--- src/rtl/hsv_pwm_cycler.sv ---
// hsv_pwm_cycler: hue-wheel PWM driver with frame-aligned duty shadows and per-channel phase offsets.
// Defining HSV_PWM_BRIGHTNESS_EN adds an 8-bit global brightness input that scales every duty.
module hsv_pwm_cycler #(
    parameter int PWM_PERIOD   = 1200,
    parameter int N_CH         = 3,
    parameter int SEXT_STEPS   = 100,
    parameter int STEP_PERIODS = 20,
    parameter bit ACTIVE_LOW   = 1'b0
) (
    input  logic                            clk,
    input  logic                            reset,
    input  logic                            hold,
    input  logic                            dir,
`ifdef HSV_PWM_BRIGHTNESS_EN
    input  logic [7:0]                      brightness,
`endif
    output logic [N_CH-1:0]                 pwm_out,
    output logic                            frame_tick,
    output logic [$clog2(6*SEXT_STEPS)-1:0] hue_pos
);
    localparam int HUE_LEN  = 6 * SEXT_STEPS;
    localparam int DUTY_INC = PWM_PERIOD / SEXT_STEPS;
    localparam int OFFSET   = HUE_LEN / N_CH;
    localparam int HW       = $clog2(HUE_LEN);
    localparam int PW       = HW + 1;
    localparam int CW       = $clog2(PWM_PERIOD + 1);
    localparam int SW       = $clog2(STEP_PERIODS + 1);

    logic [CW-1:0] cnt_q, cnt_d;
    logic [SW-1:0] step_q, step_d;
    logic [HW-1:0] hue_q, hue_d;
    logic          first_q;
    logic          wrap, adv;

    assign wrap       = cnt_q == CW'(PWM_PERIOD - 1);
    assign adv        = wrap && !hold && step_q == SW'(STEP_PERIODS - 1);
    // the boundary closing the first frame after reset still loads and steps, it is just not announced
    assign frame_tick = wrap && !first_q;
    assign hue_pos    = hue_q;

    always_comb begin
        cnt_d  = wrap ? '0 : cnt_q + CW'(1);
        step_d = (wrap && !hold) ? (adv ? '0 : step_q + SW'(1)) : step_q;
        hue_d  = !adv ? hue_q
               : dir  ? (hue_q == '0 ? HW'(HUE_LEN - 1) : hue_q - HW'(1))
               :        (hue_q == HW'(HUE_LEN - 1) ? '0 : hue_q + HW'(1));
    end

    always_ff @(posedge clk or posedge reset) begin
        if (reset) begin
            cnt_q   <= '0;
            step_q  <= '0;
            hue_q   <= '0;
            first_q <= 1'b1;
        end else begin
            cnt_q   <= cnt_d;
            step_q  <= step_d;
            hue_q   <= hue_d;
            first_q <= first_q && !wrap;
        end
    end

    for (genvar k = 0; k < N_CH; k++) begin : g_ch
        logic [PW-1:0] sum, pos, f;
        logic [2:0]    s;
        logic [CW-1:0] ramp, duty, load, shadow_q, shadow_d;

        always_comb begin
            sum  = PW'(hue_q) + PW'(HUE_LEN - k * OFFSET);
            pos  = sum >= PW'(HUE_LEN) ? sum - PW'(HUE_LEN) : sum;
            s    = pos >= PW'(5 * SEXT_STEPS) ? 3'd5
                 : pos >= PW'(4 * SEXT_STEPS) ? 3'd4
                 : pos >= PW'(3 * SEXT_STEPS) ? 3'd3
                 : pos >= PW'(2 * SEXT_STEPS) ? 3'd2
                 : pos >= PW'(SEXT_STEPS)     ? 3'd1
                 :                              3'd0;
            f    = pos - PW'(32'(s) * SEXT_STEPS);
            ramp = CW'(32'(f) * DUTY_INC);
            duty = (s == 3'd0 || s == 3'd5) ? CW'(PWM_PERIOD)
                 : s == 3'd1                ? CW'(PWM_PERIOD) - ramp
                 : s == 3'd4                ? ramp
                 :                            '0;
        end

`ifdef HSV_PWM_BRIGHTNESS_EN
        logic [CW+8:0] prod;
        assign prod = (CW+9)'(duty) * (CW+9)'({1'b0, brightness} + 9'd1);
        assign load = CW'(prod >> 8);
`else
        assign load = duty;
`endif

        assign shadow_d   = wrap ? load : shadow_q;
        assign pwm_out[k] = (cnt_q < shadow_q) ^ ACTIVE_LOW;

        always_ff @(posedge clk or posedge reset) begin
            if (reset) shadow_q <= '0;
            else       shadow_q <= shadow_d;
        end
    end
endmodule
--- config.mk ---
export PLATFORM = sky130hd
export DESIGN_NAME = hsv_pwm_cycler
export DESIGN_NICKNAME = d
export VERILOG_FILES = /design/src/rtl/hsv_pwm_cycler.sv
export SDC_FILE = /design/constraint.sdc
export NUM_CORES = 1
export LEC_CHECK = 0
export ABC_AREA = 1
export CAP_MARGIN = 20
export CORE_MARGIN = 1.5
export CORE_UTILIZATION = 29
export CTS_BUF_LIST = sky130_fd_sc_hd__clkbuf_4 sky130_fd_sc_hd__clkbuf_8
export DETAILED_ROUTE_END_ITERATION = 8
export PLACE_DENSITY_LB_ADDON = 0.3
export SYNTH_ARGS = -nofsm -noshare
export SYNTH_HDL_FRONTEND = slang
export SYNTH_SLANG_ARGS = --single-unit
export TNS_END_PERCENT = 100
--- constraint.sdc ---
create_clock -name clk -period 5.1 [get_ports clk]
set_input_delay 0.51 -clock clk [delete_from_list [all_inputs] [get_ports clk]]
set_output_delay 0.51 -clock clk [all_outputs]
set_load 0.01 [all_outputs]
Yosys cells after proc, flatten, opt, wreduce, memory -nomap -nowiden

Index checks and enable logic that the tools add are counted.

Register bits after elaboration: 60
Input bits: 4
Latch bits: 0
Memory bits (read-only): 0
Output and inout bits: 14
Word-level logic and storage cells: 108
Memories: 0
Memory bits (writable): 0

Add/subtract/negate cells: 16
Bitwise gates (word level): 0
Reduce and logical (&&, ||, !) cells: 14
Div/mod/pow operators: 0
Order comparisons: 21
Shift-type cells: 0
Muxes and demuxes: 32
Eq/ne operators: 12
$mul: 6

Operators with widths:

| cell                   | count |
|---|---|
| $mux 11                | 13 |
| $ge 11x9->1 const B    | 9 |
| $ge 11x10->1 const B   | 3 |
| $ge 11x7->1 const B    | 3 |
| $ge 11x8->1 const B    | 3 |
| $lt 11x11->1           | 3 |
| $mul 11x2->9 const B   | 3 |
| $sub 11x10->11         | 3 |
| $sub 11x10->11 const B | 3 |
| $sub 11x11->11 const A | 3 |
| $mux 10                | 3 |
| $mul 3x5->8 const B    | 3 |
| $eq 3x3->1 const B     | 6 |
| $mux 3                 | 6 |
| $mux 2                 | 6 |
| $add 10x10->11 const B | 1 |
| $add 10x8->11 const B  | 1 |
| $add 10x9->11 const B  | 1 |
| $add 11x1->11 const B  | 1 |
| $eq 11x11->1 const B   | 1 |
| $add 10x1->10 const B  | 1 |
| $eq 10x10->1 const B   | 1 |
| $logic_not 10->1       | 1 |
| $sub 10x1->10 const B  | 1 |
| 9 further kinds        | 22 |

Logic depth before layout (Yosys ltp)

Gate-level depths: netlist of run 1.

Word-level depth: 15
Mapped depth: 43

Worst setup path after synthesis of run 1

OpenSTA, ideal clock, no wires.

Path type: reg2reg
From: reg hue_q[3], in the netlist hue_pos[3]
To: reg g_ch[0].shadow_q[10]
Library setup time: 0.077 ns
Path slack: -0.264 ns
Clock period less this slack: 5.364 ns
Arrival time: 5.287 ns
Cell stages (with the launch flop): 35
Buffers on the path: 1
Path through: dfrtp_1 > buf_6 > clkinv_1 > ha_1 > inv_1 > nand2_2 > nand2_2 > nand2_2 > xor2_2 > nand3_2 > nand3_4 > nand2_1 > xor2_1 > inv_1 > o41ai_1 > o21ai_0 > nand2_1 > nand3_1 > ha_1 > fa_1 > inv_1 > ha_1 > inv_1 > o21bai_1 > a21oi_1 > o21bai_1 > nand2_1 > nand2_1 > a21oi_1 > xor2_1 > inv_1 > or2_2 > nand3_1 > nand3_1 > a21oi_1

Cells in the longest elaborated chain, start to end: 15
Elaborated cells between the ends (all ways): 26
Classes of those cells: 4 x add/sub; 2 x mul; 6 x order compare; 3 x eq/ne; 9 x mux; 2 x reduce/logical

Ends and longest elaborated chain:

| item                                                  | RTL line | source |
|---|---|---|
| start: declaration                                    | 31       | `logic [HW-1:0] hue_q, hue_d;` |
| start signal: assignment                              | 58       | `hue_q <= hue_d;` |
| $add 10x10->11 *                                      | 69       | `sum = PW'(hue_q) + PW'(HUE_LEN - k * OFFSET);` |
| $sub 11x10->11 / $ge 11x10->1 (equally long branches) | 70       | `pos = sum >= PW'(HUE_LEN) ? sum - PW'(HUE_LEN) : sum;` |
| $mux 11 *                                             | 70       |  |
| $ge 11x7->1                                           | 75       | `: pos >= PW'(SEXT_STEPS) ? 3'd1` |
| $mux 1                                                | 75       |  |
| $mux 2                                                | 74       | `: pos >= PW'(2 * SEXT_STEPS) ? 3'd2` |
| $mux 2                                                | 73       | `: pos >= PW'(3 * SEXT_STEPS) ? 3'd3` |
| $mux 3                                                | 72       | `: pos >= PW'(4 * SEXT_STEPS) ? 3'd4` |
| $mux 3                                                | 71       | `s = pos >= PW'(5 * SEXT_STEPS) ? 3'd5` |
| $mul 3x5->8                                           | 77       | `f = pos - PW'(32'(s) * SEXT_STEPS);` |
| $sub 11x10->11                                        | 77       |  |
| $mul 11x2->9                                          | 78       | `ramp = CW'(32'(f) * DUTY_INC);` |
| $sub 11x11->11 / $mux 11 (equally long branches)      | 80, 81   |  |
| $mux 11                                               | 80       | `: s == 3'd1 ? CW'(PWM_PERIOD) - ramp` |
| $mux 11 *                                             | 79       | `duty = (s == 3'd0 \|\| s == 3'd5) ? CW'(PWM_PERIOD)` |
| end signal: assignment                                | 98       | `else shadow_q <= shadow_d;` |
| end: declaration                                      | 66       | `logic [CW-1:0] ramp, duty, load, shadow_q, shadow_d;` |

Every way passes the cells marked *; elsewhere a longest branch is shown, timed or not.
A chain may end at the register's enable or synchronous reset.

Worst setup path after layout of run 1

From: reg hue_q[4], in the netlist hue_pos[4]
To: reg g_ch[0].shadow_q[10]

Same word-level chain as after synthesis.

==> results of run 1 <==
synth_stat cells (all sizes together):
cell type	count	area (µm²)
nand3b	4	30.0
and2	1	6.26
o21a	8	60.1
a32o	1	10.0
fa	6	120
nand4	10	62.6
or2	10	62.6
dfstp	1	26.3
a31o	1	8.76
clkbuf	4	15.0
a32oi	9	78.8
xor2	55	538
a21o	2	15.0
a211oi	5	42.5
nor2	81	334
clkinv	2	7.51
inv	203	764
a31oi	4	25.0
nor3b	1	18.8
ha	86	1080
nand3	67	388
nand2	240	1030
o211ai	2	15.0
buf	4	41.3
xnor2	19	166
o32ai	1	8.76
o21ai	57	308
o21bai	9	67.6
nor3	14	75.1
a22oi	1	7.51
o221ai	2	17.5
nor4	3	18.8
o41ai	1	8.76
dfrtp	53	1330
o22ai	10	62.6
a21oi	67	347
a21boi	3	26.3
a221oi	2	17.5
o2111ai	1	8.76
state kept, by name, indices dropped and copies added (netlist names):
signal         count
hue_pos           10
first_q            1
g_ch.shadow_q     27
cnt_q             11
step_q             5
what timing repair did:
item / in CTS / in global routing
buffers inserted: 4 / 23
gates resized for setup: 19 / 104
setup endpoints to repair: 4 / 14
pin swaps: 6 / 54
hold buffers: 0 / 0
metrics by stage:
stage / setup TNS (ps) / cell area, µm² / setup slack (ps) / utilization
2_1_floorplan: -45.6 / 7250 / -45.6 / -
3_3_place_gp: -31.6 / 8440 / -31.6 / 0.346
3_5_place_dp: -238 / 8440 / -135 / 0.346
4_1_cts: -15.4 / 8660 / -15.4 / 0.355
5_1_grt: -1740 / 9320 / -426 / 0.382
6_report: 0 / 9320 / 31.2 / 0.382
area by class of cell:
| type | count | share of cell area |
|---|---|---|
| clock buffer | 5 | 0.00739 |
| clock inverter | 3 | 0.00510 |
| inverter | 205 | 0.0834 |
| multi-input combinational | 783 | 0.602 |
| sequential | 54 | 0.146 |
| tap | 324 | 0.0435 |
| timing repair buffer | 132 | 0.113 |
metal layers:
layer  vias to the layer above  part of all wire
met5                         -                 0
met2                        96              0.48
li1                       3634                 -
met3                        24             0.027
met1                      3176              0.48
met4                         0             0.015
cells by family after synthesis:
logic type / Yosys count / synth area share
AND/OR/NAND/NOR: 431 / 0.280
flip-flops: 54 / 0.187
XOR/XNOR: 74 / 0.0973
adder cells (fa/ha/maj): 92 / 0.165
AO/OA/AOI/OAI: 186 / 0.157
buffers and inverters: 213 / 0.114
worst max-delay path, delay by kind of cell, from the launching register on:
family | cells | cell delay, ps
DFF | 1 | 460
buffers and inverters | 11 | 1110
and+or+nand+nor | 12 | 1490
adders and majority gates | 3 | 820
xor gates and xnor gates | 2 | 320
AOI/OAI and AO/OA | 8 | 820
power groups by stage:
stage	sequential (mW)	combinational, mW	clock, mW
CTS	0.444	4.29	0.333
global route	0.444	5.83	0.346
finish	0.443	5.19	0.321
detailed placement	0.452	4.19	0
floorplan	0.451	3.09	0
global placement	0.452	4.13	0
path summary, 6_finish.rpt:
path / start / endpoint / slack (ps) / cells past startpoint
worst max-delay path: hue_pos[4] / g_ch[0].shadow_q[10] / 30 / 36
min in group asynchronous: reset / g_ch[0].shadow_q[10] / 690 / 3
max in group asynchronous: reset / hue_pos[3] / 3910 / 3
worst max register to register: hue_pos[4] / g_ch[0].shadow_q[10] / 30 / 36
worst min-delay path: first_q / first_q / 460 / 2
worst min register to register: first_q / first_q / 460 / 2
==> flow_summary.toml, run 1 <==
[global_route]
busiest_layer = "met2"
met1_usage = 0.191
use_met2 = 0.253
grt_max_degree = 55
met3_usage = 0.0185
antenna_found_initial = 0
grt_util_all_layers = 0.146
overflow = 0
grt_pass1_wl_mm = 31.3
grt_pass1_vias = 6601

[detailed_routing]
dr_total_vias = 6930
drt-total-wl_mm = 19.0
firstDrtPassIters = 5
drt_iter0_drc = 262
wire_per_inst_um = 12.6
detail-route-antenna-nets = 0
vias_per_cell = 4.60
drc = 0

[worst_setup_path]
cp.required_ps = 5380
crit_type = "reg2reg"
crit_fanout = 8
cp-end-kind = "register"
start_kind = "register"
critPathArrivalTime_ps = 5340
slowest_delay_ps = 460
slowest_stage = "dfrtp_2"

[finish]
num-nets-final = 1277
multi_input_area_um2 = 5610
final-seq-area_um2 = 1360
syn_to_final_growth_pct = 28.6
final_common_cell = "nand2_1"
final_cell_mix = "190 x nand2_1, 177 x inv_1, 113 x buf_4"
stdcell_count = 1506
diodes = 0
fill_cells = 2592
drive_gt1_frac = 0.266

[sta]
fmax_ghz = 0.197
skew_ps = 4.81
rsz0062_at_grt = "true"
period_share = 0.994
drv_slew = 0
finalSetupViolations = 0
fin_crit_ps = 5070
hold-worst-slack_ps = 462
relSlewSlack = 0.483
worst_slew_pin_slew_ps = 772
hold_viol_final = 0

[power_and_ir_drop]
p_comb_frac = 0.872
p_int_mw = 2.97
swShare = 0.501
finalPower_mw = 5.95
p_sw_mw = 2.98
seqPwrFrac = 0.074
pwr-share-clk = 0.054
power.density_nw_per_um2 = 639
ir_drop_v = 0.000317
leakage_nw = 4.57

[floorplan]
core_um2 = 24400
io_pins = 18
die_x_um = 161
die_h_um = 161
row_count = 57
initial_core_util = 0.297
dieArea_um2 = 25900

[clocking]
clockBufferDepth = 2
clk_pin_slew_ps = 110
numCtsBuffers = 5
root_buffer = "clkbuf_8"
cts_htree_levels = 2
cts.sinks = 54
cts_tree = "yes"
clkLatencyLatePin_ps = 340

[synthesis]
syn_area_um2 = 7240
synth_cells = 1050
yosysWarnings = 0
yosysSeqAreaShare = 0.187
synth-seq-cells = 54
synth.distinct_cells = 59
syn-num-nets = 1146
syn_area_per_cell_um2 = 6.90

[hold_path]
hp-class = "reg2reg"

[placed_design]
dp.cells = 1471
place_hpwl_mm = 14.9
gp_congestion = 0.869
numPortBuffers = 17

[run_status]
status = "completed"

[job]
maxCapViolations = 0
(Power assumes the default switching activity.)
==> run 2: changes to the inputs <==
- PLACE_DENSITY: default -> 0.55
- PLACE_DENSITY_LB_ADDON: 0.3 -> default
==> run 2 against run 1 <==
Against the previous run:
- the run now ends with negative setup slack left
- critical endpoint is now g_ch[2].shadow_q[10]
- clock skew increased by 3.1 ps
- worst setup slack got worse by 40 ps
- global-route usage fell by 0.43 points
- combinational power is 2% lower
- utilization rose by 0.32 points
- worst hold slack got worse by 5.5 ps
- sequential power hardly changed
==> flow_summary.toml, run 2 (synthesized netlist as in run 1, its figures left out) <==
[sta]
final.setup.worst_slack_ps = -8.52
relSlewSlack = 0.517
skew_ps = 7.95
period_share = 1.00
worst_slew_pin_slew_ps = 725
rsz0062_at_grt = "true"
drv_slew = 0
hold-worst-slack_ps = 457
hold_viol_final = 0
finalSetupTns_ps = -8.52
fin_crit_ps = 5110
finalSetupViolations = 1
fmax_ghz = 0.196

[detailed_routing]
vias_per_cell = 4.55
drt_iter0_drc = 229
drc = 0
drt-total-wl_mm = 18.7
detail-route-antenna-nets = 0
dr_total_vias = 6863
wire_per_inst_um = 12.4
firstDrtPassIters = 5

[floorplan]
dieArea_um2 = 25900
die_h_um = 161
die_x_um = 161
core_um2 = 24400
initial_core_util = 0.297
row_count = 57
io_pins = 18

[job]
maxCapViolations = 0

[global_route]
grt_util_all_layers = 0.142
grt_max_degree = 55
overflow = 0
antenna_found_initial = 0
grt_pass1_wl_mm = 30.4
grt_pass1_vias = 6514

[finish]
diodes = 0
final_cell_mix = "188 x nand2_1, 171 x inv_1, 110 x buf_4"
syn_to_final_growth_pct = 29.7
stdcell_area_um2 = 9400
regMostFlops = "g_ch.shadow_q"
final_common_cell = "nand2_1"
largest_reg_flops = 27
num-nets-final = 1278
drive_gt1_frac = 0.271

[clocking]
root_buffer = "clkbuf_8"
cts.sinks = 54
clockBufferDepth = 2
clkLatencyLatePin_ps = 340
numCtsBuffers = 5
clk_pin_slew_ps = 110
cts_tree = "yes"
cts_htree_levels = 2

[worst_setup_path]
slowest_delay_ps = 550
crit_type = "reg2reg"
crit_fanout = 5
cp.required_ps = 5380
critPathArrivalTime_ps = 5390
start_kind = "register"
slowest_stage = "fa_2"
cp-end-kind = "register"
path_common_cell = "nand2_1"

[placed_design]
numPortBuffers = 17
place_hpwl_mm = 14.9
dpl_cell_area_um2 = 8470
gp_congestion = 0.904

[power_and_ir_drop]
ir_drop_v = 0.000312
power.density_nw_per_um2 = 623
leakage_nw = 4.60

[run_status]
status = "finished with violations"
violations = "negative setup slack"

[hold_path]
hp-class = "reg2reg"
run 2: cell types whose count changed in the layout (fill, tap and decap cells not counted), sizes merged:
cell / before / now
buf: 115 / 116
run 2: timing repair:
| item | CTS | global route |
|---|---|---|
| resized for setup | 15 | 126 |
| hold buffers | 0 | 0 |
| pin swaps | 12 | 61 |
| setup buffers | 6 | 18 |
| cloned | 0 | 0 |
| endpoints found under the setup margin | 6 | 14 |
| endpoints found under the hold margin | 0 | 0 |
run 2: power breakdown:
group | switching (mW) | total (mW) | internal (mW) | leakage (nW)
logic | 2.72 | 5.09 | 2.37 | 3.84
clock network | 0.164 | 0.314 | 0.150 | 0.0591
registers | 0.0131 | 0.446 | 0.433 | 0.702
total | 2.90 | 5.85 | 2.95 | 4.60
run 2: area by class of cell:
class / instances / area [µm²]
Fill cell: 2589 / 15000
Multi-Input combinational cell: 783 / 5670
Sequential cell: 54 / 1360
Timing Repair Buffer: 133 / 1060
Inverter: 205 / 779
Tap cell: 324 / 405
Clock buffer: 5 / 68.8
Clock inverter: 3 / 47.5
run 2: critical path, delay by kind of cell (launching register included):
kind | cells | cell delay, ps
adder cells (fa/ha/maj) | 4 | 1090
flip-flops | 1 | 470
buffers and inverters | 7 | 480
AO/OA/AOI/OAI | 9 | 1290
AND/OR/NAND/NOR | 18 | 1520
XOR/XNOR | 1 | 160
run 2: path summary, 6_finish.rpt:
path	to	slack (ps)	cells past startpoint	startpoint
max	g_ch[2].shadow_q[10]	-9	39	hue_pos[4]
min	first_q	460	2	first_q
max reg2reg	g_ch[2].shadow_q[10]	-9	39	hue_pos[4]
min reg2reg	first_q	460	2	first_q
max in group asynchronous	hue_pos[3]	3900	3	reset
min in group asynchronous	g_ch[0].shadow_q[10]	680	3	reset
run 2: layer usage:
layer,vias up,GRT usage,share of wire
met3,15,0.0157,0.023
met5,-,0,0
li1,3641,-,-
met2,70,0.252,0.49
met1,3137,0.184,0.48
met4,0,0.0278,0.0085
run 2: per-stage QoR:
| step | util | std cells | total power, mW | setup WS, ps |
|---|---|---|---|---|
| after floorplan | - | 1050 | 3.54 | -45.6 |
| after global routing | 0.385 | 1507 | 6.50 | -404 |
| after detailed placement | 0.347 | 1476 | 4.65 | -159 |
| after CTS | 0.357 | 1490 | 5.13 | -2.86 |
| final | 0.385 | 1507 | 5.85 | -8.52 |
| after global placement | 0.347 | 1476 | 4.60 | -79.4 |
